## config.mk

```make
export PLATFORM = sky130hd
export DESIGN_NAME = bus_arb_18
export DESIGN_NICKNAME = d
export VERILOG_FILES = /design/src/rtl/bus_arb_18.sv
export SDC_FILE = /design/constraint.sdc
export NUM_CORES = 1
export LEC_CHECK = 0
export CORE_MARGIN = 5
export CORE_UTILIZATION = 56
export CTS_BUF_LIST = sky130_fd_sc_hd__clkbuf_2
export DETAILED_ROUTE_END_ITERATION = 12
export GPL_ROUTABILITY_DRIVEN = 0
export PLACE_DENSITY = 0.77
export SYNTH_ARGS = -nofsm -noshare
export SYNTH_HDL_FRONTEND = slang
export SYNTH_SLANG_ARGS = --single-unit
```

## constraint.sdc

```tcl
create_clock -name clk -period 5.45 [get_ports clk]
set_input_delay 1.09 -clock clk [delete_from_list [all_inputs] [get_ports clk]]
set_output_delay 1.09 -clock clk [all_outputs]
set_load 0.01 [all_outputs]
```

## src/rtl/bus_arb_18.sv

```systemverilog
// Six-requester round-robin arbiter for an 18-bit source mux, with a one-cycle
// turnaround between owners and preemption after MAX_HOLD cycles under contention.
module bus_arb_18 #(
    parameter int MAX_HOLD = 8
) (
    input  logic       clk,
    input  logic       rst,
    input  logic [5:0] req,
    output logic [5:0] gnt,
    output logic [2:0] sel,
    output logic       bus_valid,
    output logic       preempt
);

    typedef enum logic [1:0] {
        IDLE,
        OWN,
        TURN
    } state_t;

    localparam logic [7:0] HOLD_MAX  = 8'(MAX_HOLD);
    localparam logic [7:0] HOLD_LAST = 8'(MAX_HOLD - 1);

    state_t     state, state_nx;
    logic [2:0] owner, owner_nx;
    logic [2:0] last_owner, last_nx;
    logic [7:0] hold_cnt, hold_nx;
    logic       preempt_nx;
    logic [5:0] gnt_nx;
    logic [2:0] sel_nx;
    logic       valid_nx;
    logic [2:0] winner;
    logic       any_req;
    logic       others;

    assign any_req = |req;
    assign others  = |(req & ~(6'b000001 << owner));

    // Round-robin search beginning just after the previous owner, wrapping 5 -> 0.
    always_comb begin
        logic       found;
        logic [3:0] idx;
        winner = 3'd0;
        found  = 1'b0;
        idx    = 4'd0;
        for (int i = 1; i <= 6; i++) begin
            idx = {1'b0, last_owner} + 4'(i);
            if (idx >= 4'd6)
                idx = idx - 4'd6;
            if (!found && req[idx[2:0]]) begin
                winner = idx[2:0];
                found  = 1'b1;
            end
        end
    end

    always_ff @(posedge clk or posedge rst) begin
        if (rst) begin
            state      <= IDLE;
            owner      <= 3'd0;
            last_owner <= 3'd5;
            hold_cnt   <= 8'd0;
            gnt        <= 6'b000000;
            sel        <= 3'b111;
            bus_valid  <= 1'b0;
            preempt    <= 1'b0;
        end else begin
            state      <= state_nx;
            owner      <= owner_nx;
            last_owner <= last_nx;
            hold_cnt   <= hold_nx;
            gnt        <= gnt_nx;
            sel        <= sel_nx;
            bus_valid  <= valid_nx;
            preempt    <= preempt_nx;
        end
    end

    // A release by the owner takes precedence over expiry, so no preempt then.
    always_comb begin
        state_nx   = state;
        owner_nx   = owner;
        last_nx    = last_owner;
        hold_nx    = hold_cnt;
        preempt_nx = 1'b0;
        case (state)
            IDLE, TURN: begin
                if (any_req) begin
                    state_nx = OWN;
                    owner_nx = winner;
                    hold_nx  = 8'd0;
                end else begin
                    state_nx = IDLE;
                end
            end
            OWN: begin
                if (!req[owner]) begin
                    state_nx = TURN;
                    last_nx  = owner;
                end else if (hold_cnt >= HOLD_LAST && others) begin
                    state_nx   = TURN;
                    last_nx    = owner;
                    preempt_nx = 1'b1;
                end else if (hold_cnt < HOLD_MAX) begin
                    hold_nx = hold_cnt + 8'd1;
                end
            end
            default: state_nx = IDLE;
        endcase
    end

    // Outputs are decoded from the next state so they leave the flops glitch-free.
    always_comb begin
        gnt_nx   = 6'b000000;
        sel_nx   = 3'b111;
        valid_nx = 1'b0;
        if (state_nx == OWN) begin
            gnt_nx   = 6'b000001 << owner_nx;
            valid_nx = 1'b1;
            case (owner_nx)
                3'd0:    sel_nx = 3'b000;
                3'd1:    sel_nx = 3'b001;
                3'd2:    sel_nx = 3'b010;
                3'd3:    sel_nx = 3'b100;
                3'd4:    sel_nx = 3'b101;
                3'd5:    sel_nx = 3'b110;
                default: sel_nx = 3'b111;
            endcase
        end
    end

endmodule

```

* Word-level counts from Yosys, hierarchy flattened *
Index checks and enable logic that the tools add are counted.

word-level totals
  output and inout bits = 11
  register bits after elaboration = 27
  logic and storage cells = 123

cells by class
  $add $sub $neg = 13
  bitwise operators = 2
  multiplexer cells = 51
  shift operators = 2
  equal/unequal tests = 13
  reduce and logical (&&, ||, !) cells = 19
  order comparisons = 15

operators by type and width
  kind                 count
  $mux 3               17
  $mux 8               4
  $lt 3x4->1 const B   7
  $ge 4x3->1 const B   6
  $bmux 1 s3           7
  $pmux 3 s6           1
  $sub 3x3->3 const B  6
  $mux 1               17
  $pmux 8 s2           1
  $add 3x3->4 const B  3
  $reduce_or 6->1      2
  $shl 1x3->6 const A  2
  $add 3x2->4 const B  2
  $add 8x1->8 const B  1
  $ge 8x3->1 const B   1
  $lt 8x4->1 const B   1
  $ne 2x2->1 const B   4
  $and 6x6->6          1
  $eq 3x2->1 const B   2
  $eq 3x3->1 const B   2
  $logic_and 1x1->1    6
  $mux 6               1
  $not 6->6            1
  $logic_not 1->1      5
  13 further kinds     15

* Depth between registers and ports, before layout *
  depth after elaboration = 26
  mapped depth = 15
  gate-level depth less buffers = 12

* Worst setup path after synthesis *
OpenSTA, ideal clock, no wires.

  path type = flip-flop to flip-flop
  start point = register last_owner[0]
  end point = register gnt[2]
  cell stages (with the launch flop) = 15
  setup time = 0.072 ns
  arrival = 3.140 ns
  clock period less this slack = 3.212 ns
  path slack = 2.238 ns
  required time = 5.378 ns
  cells stage by stage = dfstp_2 -> buf_6 -> buf_8 -> inv_1 -> ha_1 -> buf_6 -> clkbuf_2 -> or3_4 -> a21oi_4 -> a21o_4 -> nand4_2 -> a211oi_2 -> o21ai_2 -> or3_1 -> nor2_1

between the ends
  word-level cells in the longest chain between the ends = 25
  elaborated cells on any way between the ends = 61
  classes of those cells = 12 x add/sub; 6 x order compare; 1 x shift; 32 x mux; 10 x reduce/logical

RTL lines
  element                                           line    RTL
  start: declaration                                26      logic [2:0] last_owner, last_nx;
  start signal: assignment                          70      last_owner <= last_nx;
  $add 3x1->4                                       47      idx = {1'b0, last_owner} + 4'(i);
  $ge 4x3->1 / $sub 3x3->3 (equally long branches)  48, 49
  $mux 3                                            48      if (idx >= 4'd6)
  $bmux 1 s3                                        50      if (!found && req[idx[2:0]]) begin
  $mux 1 (not written as such)                      50
  $mux 1                                            50
  $logic_not 1->1                                   50
  $logic_and 1x1->1                                 50
  (+10 left out)                                    -
  $logic_not 1->1                                   50
  $logic_and 1x1->1                                 50
  $mux 3 *                                          50
  $mux 3 *                                          88      if (any_req) begin
  $mux 3 *                                          86      case (state)
  $shl 1x3->6 *                                     118     gnt_nx = 6'b000001 << owner_nx;
  $mux 6 *                                          117     if (state_nx == OWN) begin
  net gnt_nx[2]                                     29      logic [5:0] gnt_nx;
  end signal: assignment                            72      gnt <= gnt_nx;
  end: declaration                                  9       output logic [5:0] gnt,

Mark *: on every way through the listed nets, which the timed path passes. The rest lies on a longest branch. The select of a mux whose other input is x is not followed.
A chain may end at the register's enable or synchronous reset.

* Final worst setup path *
Ends and elaborated chain as after synthesis.

==> metrics.md <==
| Metric | Value |
|---|---|
| Routed wire length | 4798 um |
| Post-synth EDFFs | 0 |
| Mean Syn Cell Area | 9.757 um2 |
| Post-CTS sizing | 0 |
| Antenna Violating Nets Remaining | 0 |
| Final Hold Vio Count | 0 |
| Worst EP arrival | 4180 ps |
| Max Root-Sink Buffers | 2 |
| Crit path required time | 5780 ps |
| Slew headroom | 35.93% |
| Area of the mapped netlist | 2322 um2 |
| Worst slack, placed | 1547 ps |
| Final Util | 62.25% |
| Residual DRC | 0 |
| Status | finished clean |
| Worst skew pair latency | 360 ps |
| HP Class | flop to flop |
| Worst flop-to-flop path startpoint | last_owner[0] |
| Initial Utilization | 58.05% |
| Buffers on Ports | 18 |
| Antenna violations before repair | 0 |
| Synth Register Bits | 27 |
| Top-count cell post-synth | nor2_1 |
| Period utilization | 70.79% |
| Final setup violation count | 0 |
| Critical path endpoint category | flop |
| Slew @ Worst Pin | 960.0 ps |
| Critical path launch point type | flop |
| Share of cells above drive strength 1 | 19.68% |
| Die area | 5535 um2 |
| Clock transition at path regs | 250 ps |
| Clock sink total | 27 |
| Sequential area share after synthesis | 29.36% |
| First-pass GRT wire length | 8107 um |
| Setup_tns | 0 ps |
| Chip width | 74.40 um |
| Post-CTS Setup Repair Bufs | 0 |
| Iter 0 DRT Violations | 69 |
| Core area | 4000 um2 |
| Post-DR vias/cell | 5.953 |
| Most used DFF post-synth | dfrtp_1 |
| Per-cell routed wire length | 16.05 um |
| Clock skew | 26.46 ps |
| Synth warn | 0 |
| CP startpoint | last_owner[0] |
| Max Cap Viol | 0 |
| Diode count | 0 |
| Total global-route track usage | 18.88% |
| Yosys cell types | 75 |
| Setup WS post-layout | 1592 ps |
| Via count | 1780 |
| Minimum clock period | 3858 ps |
| Pin count of the biggest net entering global routing | 28 |
| Row cnt | 23 |
| Post-synth net total | 258 |
| Synthesized instance count | 238 |
| Synth-to-layout area growth | 7.220% |
| Grt total ovfl | 0 |
| Hold Buf Count CTS | 0 |
| CTS Buf Count | 3 |
| Vias in the first global route | 1699 |
| CTS tree | done |
| RSZ-0062 raised after global routing | false |
| Min-delay src | hold_cnt[7] |
| HPWL Detailed | 3806 um |
| Synth cell count leaders | nor2_1, dfrtp_1, nand2_1 |
| Ports | 19 |
| Top-area cell type share of the netlist area | 23.71% |
| Pins over their slew limit | 0 |
| Largest cells by area after synthesis | dfrtp_1, ha_1, dfstp_2 |
| Root buffer cell | clkbuf_2 |
| Yosys top cell by area | dfrtp_1 |
| Max Clock Freq | 259.2 MHz |
| WHS | 523.1 ps |
| WS Path Type | flop to flop |
| First-pass DRT Iterations | 4 |
| Largest fanout on the critical path | 21 |
| Fin nets | 270 |
| H-Tree Depth | 1 |
| Post-synth ARST share | 100.0% |
| Die Span Y | 74.40 um |
==> metal layers <==
metal | share of wire, % | GRT usage (%) | vias up
met4 | 1.0 | 4.941 | 0
met5 | 0 | 0 | -
met2 | 50 | 31.90 | 23
li1 | - | - | 900
met1 | 46 | 25.72 | 852
met3 | 2.7 | 2.162 | 5
==> area by class of cell <==
type                    count  area [um2]
repair buffers             19       187.7
well taps                  50       62.56
flip-flops and latches     27       681.9
clock buffers               3       15.01
fillers                   343        1510
clock inverters             1       7.507
inverters                  11       41.29
multi-input cells         188        1494
==> worst max-delay path, stage by stage, from the launching register on <==
cell,delay (ps)
dfstp_2,910
inv_1,180
ha_1,710
xnor2_1,210
o211ai_1,150
nor2b_1,490
nand4_2,250
a211oi_2,270
o21ai_2,140
or3_1,420
nor2_1,100
==> per-stage QoR <==
stage / cells / area [um2]
after floorplan: 238 / 2322
after global placement: 295 / 2467
after detailed placement: 295 / 2467
after CTS: 299 / 2490
after global routing: 299 / 2490
final: 299 / 2490
==> cells by family (layout without fill, tap and decap cells) <==
kind of cell	count (synthesis)	count (layout)	synth area share [%]
simple gates	83	83	18.86
compound gates	68	68	26.13
flops	27	27	29.36
buf+inv	23	34	6.303
mux	17	17	9.213
fa+ha+maj	12	12	6.465
xor+xnor	8	8	3.664
==> flip-flops by register name, summed over array words and instances (netlist names) <==
name        count
hold_cnt        8
gnt             6
last_owner      3
owner           3
sel             3
state           2
bus_valid       1
preempt         1
==> cell usage in the layout (no fill, tap or decap), types with 3 or more instances in the layout <==
| master | synthesis | final |
|---|---|---|
| a21oi_1 | 11 | 11 |
| a21o_1 | 4 | 4 |
| nand3_1 | 5 | 5 |
| mux2_2 | 4 | 4 |
| xnor2_1 | 4 | 4 |
| nor2b_1 | 3 | 3 |
| a21oi_2 | 4 | 4 |
| a31oi_1 | 5 | 5 |
| dfrtp_1 | 22 | 22 |
| nand2b_1 | 6 | 6 |
| o21ai_0 | 7 | 7 |
| clkdlybuf4s50_1 | 0 | 18 |
| nor2_1 | 24 | 24 |
| nor3_1 | 5 | 5 |
| clkbuf_2 | 3 | 3 |
| ha_1 | 12 | 12 |
| inv_1 | 10 | 10 |
| o211ai_1 | 3 | 3 |
| mux2i_1 | 8 | 8 |
| nand2_1 | 20 | 20 |
| dfstp_2 | 5 | 5 |
| a211oi_2 | 3 | 3 |
==> final timing paths <==
check	cells past startpoint	endpoint	slack (ps)
max in group asynchronous	2	last_owner[1]	3650
hold reg to reg	2	hold_cnt[7]	520
hold / removal	2	hold_cnt[7]	520
setup reg to reg	10	gnt[2]	1590
setup / recovery	10	gnt[2]	1590
min in group asynchronous	2	gnt[2]	1200
Power is left out: the tool's default activity adds up to more than one toggle a clock period on the data nets, which glitch-free logic cannot reach.
